`config.mk`:
```
export PLATFORM = sky130hd
export DESIGN_NAME = sliding_window_pattern_generator
export DESIGN_NICKNAME = d
export VERILOG_FILES = /design/src/rtl/sliding_window_pattern_generator.sv
export SDC_FILE = /design/constraint.sdc
export NUM_CORES = 1
export LEC_CHECK = 0
export ABC_AREA = 1
export CELL_PAD_IN_SITES_DETAIL_PLACEMENT = 1
export CELL_PAD_IN_SITES_GLOBAL_PLACEMENT = 2
export CORE_ASPECT_RATIO = 0.7
export CORE_MARGIN = 1
export CORE_UTILIZATION = 30
export CTS_CLUSTER_SIZE = 20
export DETAILED_ROUTE_END_ITERATION = 16
export PLACE_DENSITY_LB_ADDON = 0.1
export SLEW_MARGIN = 40
export SYNTH_ARGS = -nofsm -noshare
export SYNTH_HDL_FRONTEND = slang
export SYNTH_SLANG_ARGS = --single-unit
```
`constraint.sdc`:
```
create_clock -name clk -period 2 [get_ports clk]
set_input_delay 0.4 -clock clk [delete_from_list [all_inputs] [get_ports clk]]
set_output_delay 0.4 -clock clk [all_outputs]
set_load 0.01 [all_outputs]
```
`src/rtl/sliding_window_pattern_generator.sv`:
```
// Serial frame transmitter: sync preamble, MSB-first payload byte, then idle zeros.
// Drives the 1110_0111 sliding-window detector; bytes arrive over a valid/ready handshake.
`timescale 1ns/1ps
module sliding_window_pattern_generator #(
    parameter logic [7:0] PATTERN    = 8'b1110_0111,
    parameter int         GAP_CYCLES = 2
) (
    input  logic       clk,
    input  logic       rst_n,
    input  logic       in_valid,
    input  logic [7:0] in_data,
    output logic       in_ready,
    output logic       out,
    output logic       out_valid,
    output logic       frame_done,
    output logic [2:0] test_state
);

    typedef enum logic [2:0] {
        IDLE = 3'd0,
        SYNC = 3'd1,
        DATA = 3'd2,
        GAP  = 3'd3
    } state_t;

    localparam logic [3:0] GAP_LAST = 4'(GAP_CYCLES - 1);

    state_t     state_q, state_d;
    logic [7:0] shift_q, shift_d;
    logic [2:0] bit_cnt_q, bit_cnt_d;
    logic [3:0] gap_cnt_q, gap_cnt_d;
    logic       out_q, out_d;
    logic       out_valid_q, out_valid_d;
    logic       frame_done_q, frame_done_d;
    logic       accept;

    assign in_ready = (state_q == IDLE) && rst_n;
    assign accept   = in_valid && in_ready;

    always_ff @(posedge clk or negedge rst_n) begin
        if (!rst_n) begin
            state_q      <= IDLE;
            shift_q      <= 8'd0;
            bit_cnt_q    <= 3'd0;
            gap_cnt_q    <= 4'd0;
            out_q        <= 1'b0;
            out_valid_q  <= 1'b0;
            frame_done_q <= 1'b0;
        end else begin
            state_q      <= state_d;
            shift_q      <= shift_d;
            bit_cnt_q    <= bit_cnt_d;
            gap_cnt_q    <= gap_cnt_d;
            out_q        <= out_d;
            out_valid_q  <= out_valid_d;
            frame_done_q <= frame_done_d;
        end
    end

    always_comb begin
        state_d   = state_q;
        shift_d   = shift_q;
        bit_cnt_d = bit_cnt_q;
        gap_cnt_d = gap_cnt_q;
        case (state_q)
            IDLE: begin
                if (accept) begin
                    state_d   = SYNC;
                    shift_d   = in_data;
                    bit_cnt_d = 3'd0;
                    gap_cnt_d = 4'd0;
                end
            end
            SYNC: begin
                if (bit_cnt_q == 3'd7) begin
                    state_d   = DATA;
                    bit_cnt_d = 3'd0;
                end else begin
                    bit_cnt_d = bit_cnt_q + 3'd1;
                end
            end
            DATA: begin
                shift_d = {shift_q[6:0], 1'b0};
                if (bit_cnt_q == 3'd7) begin
                    state_d   = GAP;
                    bit_cnt_d = 3'd0;
                    gap_cnt_d = 4'd0;
                end else begin
                    bit_cnt_d = bit_cnt_q + 3'd1;
                end
            end
            GAP: begin
                if (gap_cnt_q == GAP_LAST) begin
                    state_d   = IDLE;
                    gap_cnt_d = 4'd0;
                end else begin
                    gap_cnt_d = gap_cnt_q + 4'd1;
                end
            end
            default: begin
                state_d   = IDLE;
                shift_d   = 8'd0;
                bit_cnt_d = 3'd0;
                gap_cnt_d = 4'd0;
            end
        endcase
    end

    // Outputs are decoded from the upcoming state so they land in a flop the same edge.
    always_comb begin
        out_d        = 1'b0;
        out_valid_d  = 1'b0;
        frame_done_d = 1'b0;
        case (state_d)
            SYNC: begin
                out_d       = PATTERN[3'd7 - bit_cnt_d];
                out_valid_d = 1'b1;
            end
            DATA: begin
                out_d        = shift_d[7];
                out_valid_d  = 1'b1;
                frame_done_d = (bit_cnt_d == 3'd7);
            end
            default: ;
        endcase
    end

    assign out        = out_q;
    assign out_valid  = out_valid_q;
    assign frame_done = frame_done_q;
    assign test_state = state_q;

endmodule

```
Word level (Yosys, flattened, before mapping)
Memories as Yosys holds them, arrays and structs flattened.
Cells that the tools add are included.
{"block": "word_totals", "register_bits": 21, "rom_bits": 8, "in_bits": 11, "word_cells": 51, "n_memories": 1}
{"block": "op_classes", "n_addsub": 3, "magnitude_cmp": 1, "eq_ne": 10, "n_mux": 18, "bitwise_logic": 2, "reduce_logical": 8}
{"name": "(name not given)", "words": 8, "word_bits": 1, "read_ports": 1, "rd_clocked_by_memory_dff": 0, "wr": 0, "line": "116", "source": "out_d = PATTERN[3'd7 - bit_cnt_d];"}
{"op": "$pmux 8 s3", "n": 1}
{"op": "$mux 3", "n": 6}
{"op": "$pmux 4 s4", "n": 1}
{"op": "$mux 4", "n": 3}
{"op": "$pmux 3 s4", "n": 1}
{"op": "$eq 3x2->1 const B", "n": 3}
{"op": "$pmux 3 s3", "n": 1}
{"op": "$mux 8", "n": 1}
{"op": "$eq 3x1->1 const B", "n": 2}
{"op": "$eq 3x3->1 const B", "n": 2}
{"op": "$reduce_or 2->1", "n": 3}
{"op": "$add 4x1->4 const B", "n": 1}
{"op": "$eq 4x1->1 const B", "n": 1}
{"op": "$lt 3x4->1 const B", "n": 1}
{"op": "$ne 2x2->1 const B", "n": 2}
{"op": "$add 3x1->3 const B", "n": 1}
{"op": "$logic_not 3->1", "n": 1}
{"op": "$mux 1", "n": 3}
{"op": "$reduce_and 3->1", "n": 1}
{"op": "$sub 3x3->3 const A", "n": 1}
{"op": "$logic_and 1x1->1", "n": 2}
{"op": "$not 1->1", "n": 2}
{"op": "$pmux 1 s2", "n": 1}
{"op": "$reduce_and 2->1", "n": 1}

Longest topological paths before layout
Gate-level depths: netlist of the first run.
{"block": "depth", "ltp_word": 9, "mapped_depth": 9, "mapped_depth_nobuf": 9}

Least setup slack after synthesis of the first run
OpenSTA, ideal clock, no wires.
{"block": "synth_path", "path_type": "register to register", "startpoint": "register state_q[0], in the netlist test_state[0]", "endpoint": "register out_valid_q, in the netlist out_valid", "setup_time_ps": 124, "arrival_ps": 1369, "t_required_ps": 1876, "slack_ps": 507, "stages_incl_launch_ff": 8, "cell_sequence": "dfrtp_1 > inv_2 > nand2_2 > nor3_4 > nand2_2 > nand4_2 > nor2_2 > or2_1"}
{"block": "synth_between", "elab_chain_cells": 8}
{"item": "from (decl)", "line": "28", "source": "state_t state_q, state_d;"}
{"item": "from (signal assigned)", "line": "50", "source": "state_q <= state_d;"}
{"item": "$logic_not 3->1 (*)", "line": "37", "source": "assign in_ready = (state_q == IDLE) && rst_n;"}
{"item": "$logic_and 1x1->1 (*)", "line": "37"}
{"item": "via in_ready", "line": "12", "source": "output logic in_ready,"}
{"item": "$logic_and 1x1->1 (*)", "line": "38", "source": "assign accept = in_valid && in_ready;"}
{"item": "$mux 3 (*)", "line": "67", "source": "if (accept) begin"}
{"item": "$pmux 3 s4 (*)", "line": "65", "source": "case (state_q)"}
{"item": "via state_d[0]", "line": "28"}
{"item": "$eq 3x2->1 / $eq 3x1->1 (equally long branches)", "line": "114", "source": "case (state_d)"}
{"item": "$reduce_or 2->1 (no line) (*)"}
{"item": "$mux 1 (*)", "line": "114"}
{"item": "via out_valid_d", "line": "33", "source": "logic out_valid_q, out_valid_d;"}
{"item": "to (signal assigned)", "line": "55", "source": "out_valid_q <= out_valid_d;"}
{"item": "to (decl)", "line": "33"}
Mark *: on every way through the listed nets, which the timed path passes. The rest lies on a longest branch.
A chain may end at the register's enable or synchronous reset.

Worst setup path after layout of the first run
{"block": "layout_path", "startpoint": "input rst_n", "endpoint": "output in_ready"}
{"block": "layout_between", "elab_chain_cells": 1}
{"item": "from (decl)", "line": "9", "source": "input logic rst_n,"}
{"item": "$logic_and 1x1->1", "line": "37"}
{"item": "to (decl)", "line": "12"}
Every way passes these cells.

==> impl_metrics.toml, run 1 <==
[timing]
finalSetupViolCount = 0
finalCritPeriodShare_pct = 91.99
final_max_slew_viol_count = 0
hold_viol = 0
rsz0062_at_grt = "no"
finalWorstSetupSlack_ps = 160.1
fin_crit_ps = 1840
fmaxAchievable_ghz = 0.5435
fin_skew_ps = 4.500

[floorplanning]
fp.dieW_um = 75.19
start_util_pct = 31.61
die_h_um = 53.23
die_area_um2 = 4002
fp-row-count = 18
coreArea_um2 = 3558
io_pins = 18

[placement]
post-place-ws_ps = -128.2
numPortBuffers = 17
place_hpwl_um = 2232
placed_area_um2 = 1398
place_congestion = 0.8016

[logic_synthesis]
synth_top_area_share_pct = 46.72
synth_top_family_by_area = "simple AND/OR/NAND/NOR gates"
synth_xor_area_share_pct = 1.557
synth_compound_area_share_pct = 8.676
synthMuxAreaShare_pct = 0
synth_cell_types = 24
syn-num-nets = 149
synth_flop_cell = "dfrtp_1"
yosys_warnings = 0
ys_top_cells_by_area = "dfrtp_1 47%, nand2_1 11%, nand3_1 9.3%, ha_1 4.4%, inv_1 4.0%"
avgSynthCellArea_um2 = 8.394
synth_seq_cells = 21
yosysTopAreaCell = "dfrtp_1"
synth-edff-count = 0
synth_commonest_cells = "33 x nand2_1, 21 x dfrtp_1, 21 x nand3_1, 12 x inv_1, 9 x nor2_1"
syn-cell-area_um2 = 1125
synthAdderAreaFrac_pct = 4.449
async_flop_share_pct = 100.0
syn-instance-count = 134
synth-simple-area-share_pct = 32.48
yosys.cell_count.top_type = "nand2_1"
yosysSeqAreaShare_pct = 46.72

[clock_network]
post_cts_buffers = 0
cts_tree = "yes"
clock_latency_ps = 260
cts_root_buffer = "clkbuf_8"
path_clk_slew_ps = 80
cts_buffer_depth = 2
cts_sinks = 21
cts_hold_buf = 0
numCtsBuffers = 3
cts_resized = 1
cts-htree-levels = 1

[cells_and_area]
fin_util_pct = 40.51
syn_to_final_growth_pct = 28.14
nFillCells = 444
antenna_cells = 0
layout-drive-gt1-share_pct = 15.63
multi_input_area_um2 = 534.3
seqCellArea_um2 = 525.5
num-nets-final = 176
fin_area_um2 = 1441

[worst_setup_path]
endpoint_kind = "output pin"
reg2reg_depth = 7
worstSetupStartpointType = "input port"
cp.arrival_ps = 1440
crit_fanout = 2
cp.required_ps = 1600
critical_path_class = "input port to output pin"

[grt]
grt_overflow = 0
antenna_found_initial = 0
grt_pass1_wl_um = 4636
grt_max_degree = 22
grt_pass1_vias = 942
grt_usage_pct = 16.21

[run]
maxCapViolCount = 0

[power]
p_per_area_nw_per_um2 = 599.6
ir_drop_mv = 0.3978
total_power_uw = 864.3
p_leak_uw = 0.0007101

[min_path]
whs_path_depth = 2
hp-class = "flop to flop"

[detailed_routing]
antenna_left = 0
drt-initial-drc-count = 17
drtPass1Iterations = 4
wl_per_cell_um = 13.37
viasPerCell = 4.633
routed_wl_um = 2807
drc_errors = 0
num_vias = 973

[run_status]
status = "finished clean"
cell usage in the layout, fill, tap and decap left out:
| cell type | synthesis | layout |
|---|---|---|
| a21oi_1 | 2 | 2 |
| a32o_1 | 1 | 1 |
| buf_4 | 0 | 6 |
| clkbuf_1 | 0 | 1 |
| clkbuf_8 | 0 | 3 |
| clkdlybuf4s50_1 | 0 | 16 |
| conb_1 | 1 | 1 |
| dfrtp_1 | 21 | 21 |
| dlygate4sd2_1 | 0 | 1 |
| ha_1 | 4 | 4 |
| inv_1 | 12 | 12 |
| inv_2 | 4 | 4 |
| nand2_1 | 33 | 33 |
| nand2_2 | 3 | 3 |
| nand3_1 | 21 | 21 |
| nand3_2 | 3 | 3 |
| nand4_1 | 1 | 1 |
| nand4_2 | 1 | 1 |
| nor2_1 | 9 | 9 |
| nor2_2 | 2 | 2 |
| nor3_4 | 1 | 1 |
| o211a_1 | 1 | 1 |
| o211ai_1 | 4 | 4 |
| o21ai_0 | 3 | 3 |
| o21ai_1 | 1 | 1 |
| o21ai_2 | 2 | 2 |
| or2_1 | 1 | 1 |
| xor2_1 | 2 | 2 |
registers in the layout, summed over array words and instances (netlist names):
signal      count
out_valid       1
frame_done      1
out             1
bit_cnt_q       3
shift_q         8
gap_cnt_q       4
test_state      3
worst max-delay path, stage by stage:
cell and delay (ps):
clkdlybuf4s50_1 480, inv_1 90, nor3_4 180, dlygate4sd2_1 290
area by class of cell:
type | instances | area share [%]
multi-input cells | 96 | 37.07
flip-flops and latches | 21 | 36.46
repair buffers | 23 | 14.84
well taps | 50 | 4.340
inverters | 16 | 4.167
clock buffers | 4 | 3.125
layer usage:
layer  share of wire [%]  track usage [%]  up-vias
li1                    -                -      493
met3                 3.1            4.000        2
met5                   0                0        -
met1                  51            23.92      465
met4                0.36            1.852        0
met2                  46            24.47       13
power by group:
part / total, µW / leakage, µW / internal [µW] / switching, µW
combinational: 132 / 0.000402 / 59.6 / 71.9
clock: 277 / 0.0000228 / 142 / 135
sequential: 456 / 0.000286 / 442 / 13.7
total: 864 / 0.000710 / 643 / 221
final timing paths:
path / start / endpoint / slack, ps
max: rst_n / in_ready / 160
min reg2reg: shift_q[5] / shift_q[5] / 490
min: shift_q[5] / shift_q[5] / 490
min in group asynchronous: rst_n / bit_cnt_q[2] / 530
max reg2reg: bit_cnt_q[0] / out_valid / 330
max in group asynchronous: rst_n / shift_q[3] / 1240
through the flow:
stage / hold WS (ps) / setup TNS [ps] / std cells
6_report: 485.8 / 0 / 210
5_1_grt: 520.1 / 0 / 210
4_1_cts: 488.6 / 0 / 210
3_5_place_dp: 468.9 / -128.2 / 206
3_3_place_gp: 466.7 / -133.6 / 206
2_1_floorplan: 104.4 / 0 / 134
logic make-up after synthesis:
kind of cell,Yosys count
compound gates,14
xor+xnor,2
fa+ha+maj,4
buf+inv,17
flops,21
other cells,1
simple gates,75
(Power assumes the default switching activity.)
==> run 2: changes to the inputs <==
--- a/config.mk
+++ b/config.mk
@@ -9,12 +9,12 @@
 export CELL_PAD_IN_SITES_DETAIL_PLACEMENT = 1
 export CELL_PAD_IN_SITES_GLOBAL_PLACEMENT = 2
 export CORE_ASPECT_RATIO = 0.7
-export CORE_MARGIN = 1
+export CORE_MARGIN = 2
 export CORE_UTILIZATION = 30
 export CTS_CLUSTER_SIZE = 20
 export DETAILED_ROUTE_END_ITERATION = 16
 export PLACE_DENSITY_LB_ADDON = 0.1
-export SLEW_MARGIN = 40
+export SLEW_MARGIN = 20
 export SYNTH_ARGS = -nofsm -noshare
 export SYNTH_HDL_FRONTEND = slang
 export SYNTH_SLANG_ARGS = --single-unit
==> run 2 against run 1 <==
Clock-buffer cell count stayed put; critical path depth did not move; final area unchanged; wire length is 4.5% lower; fmax fell by 0.43%; sequential cell count did not move; worst hold slack improved by 1.1 ps; power rose by 0.24%; final cell count is the same; highest routed layer unchanged.
==> impl_metrics.toml, run 2 (synthesized netlist as in run 1, its figures left out) <==
[run_status]
status = "finished clean"

[worst_setup_path]
critical_path_class = "input port to output pin"
cp.arrival_ps = 1450
endpoint_kind = "output pin"
crit_path_start = "rst_n"
rr_endpoint = "out_valid"
crit_fanout = 2
slowest_stage = "clkdlybuf4s50_1"
r2r_setup_slack_ps = 340
cp.required_ps = 1600
max_stage_delay_ps = 490
rr_startpoint = "bit_cnt_q[0]"
worstSetupStartpointType = "input port"
reg2reg_depth = 7
crit_chain = "clkdlybuf4s50_1 > inv_1 > nor3_4 > dlygate4sd2_1"

[clock_network]
clock_latency_ps = 260
numCtsBuffers = 3
cts_root_buffer = "clkbuf_8"
path_clk_slew_ps = 70
cts_sinks = 21
post_cts_buffers = 0
cts_hold_buf = 0
cts_tree = "yes"
cts-htree-levels = 1
cts_resized = 1
cts_buffer_depth = 2

[grt]
grt_usage_pct = 14.16
grt_overflow = 0
antenna_found_initial = 0
grt_max_degree = 22
grt_pass1_wl_um = 4788
grt_pass1_vias = 1019

[min_path]
hp-class = "flop to flop"
holdCritStartpoint = "shift_q[7]"
whs_endpoint = "shift_q[7]"
whs_path_depth = 2

[timing]
final_max_slew_viol_count = 0
fin_crit_ps = 1848
hold_viol = 0
fmaxAchievable_ghz = 0.5412
fin_skew_ps = 1.334
finalCritPeriodShare_pct = 92.39
finalSetupViolCount = 0
rsz0062_at_grt = "no"

[cells_and_area]
largest_reg_flops = 8
fin_cells = 210
syn_to_final_growth_pct = 28.14
final_cell_mix = "33 x nand2_1, 21 x nand3_1, 21 x dfrtp_1, 16 x clkdlybuf4s50_1, 12 x inv_1"
regMostFlops = "shift_q"
antenna_cells = 0
fin_util_pct = 40.51
layout-drive-gt1-share_pct = 15.63
largestRegisters = "shift_q (8), gap_cnt_q (4)"
final_common_cell = "nand2_1"
num-nets-final = 176
fin_area_um2 = 1441

[power]
p_per_area_nw_per_um2 = 601.0
p_leak_uw = 0.0007099
ir_drop_mv = 0.3002

[floorplanning]
coreArea_um2 = 3558
die_area_um2 = 4263
io_pins = 18
die_h_um = 55.23
fp-row-count = 18
fp.dieW_um = 77.19
start_util_pct = 31.61

[detailed_routing]
wl_per_cell_um = 12.76
drt-initial-drc-count = 44
num_vias = 968
drc_errors = 0
drtPass1Iterations = 4
viasPerCell = 4.610
routed_wl_um = 2680
antenna_left = 0

[placement]
place_hpwl_um = 2142
numPortBuffers = 17
post-place-cells = 206
placed_area_um2 = 1398
place_congestion = 0.6926

[run]
maxCapViolCount = 0
## run 2: cell counts in the layout (fill, tap and decap cells not counted)
Identical to the previous run, type by type.
## run 2: critical path: cells and delay by family
family        cells  cell delay, ps
simple gates      1             180
buf+inv           3             870
## run 2: metrics by stage
| stage | worst slack, ps | total power, µW | hold WS, ps | TNS [ps] |
|---|---|---|---|---|
| 2_1_floorplan | 506.6 | 523.9 | 104.4 | 0 |
| 3_3_place_gp | -141.4 | 598.5 | 468.2 | -141.4 |
| 3_5_place_dp | -148.3 | 600.6 | 472.6 | -148.3 |
| 4_1_cts | 128.1 | 881.5 | 492.3 | 0 |
| 5_1_grt | 96.57 | 918.4 | 533.1 | 0 |
| 6_report | 152.1 | 866.3 | 486.9 | 0 |
## run 2: final cells by class
type	count	area, µm²
fill	461	2117
multi-input combinational	96	534.3
sequential	21	525.5
timing repair buffer	23	214.0
tap	50	62.56
inverter	16	60.06
clock buffer	4	45.04
## run 2: how the worst max path moves through the flow
stage / slack (ps) / cells after the start / endpoint
final: 150 / 4 / in_ready
after global routing: 100 / 4 / in_ready
after CTS: 130 / 4 / in_ready
after detailed placement: -150 / 4 / in_ready
after global placement: -140 / 4 / in_ready
after floorplan: 510 / 7 / out_valid
## run 2: report_power, final
group	leakage, µW	switching (µW)	internal, µW
registers	0.000286	10.8	442
clock network	0.0000228	135	142
logic	0.000401	74.6	61.8
total	0.000710	221	646
## run 2: layer usage
metal  wire [µm]  global-route usage [%]  up-vias
met4          20                   3.061        0
met5           0                       0        -
met2        1113                   21.37       11
met3          94                   3.922        4
met1        1451                   20.33      458
li1            -                       -      495
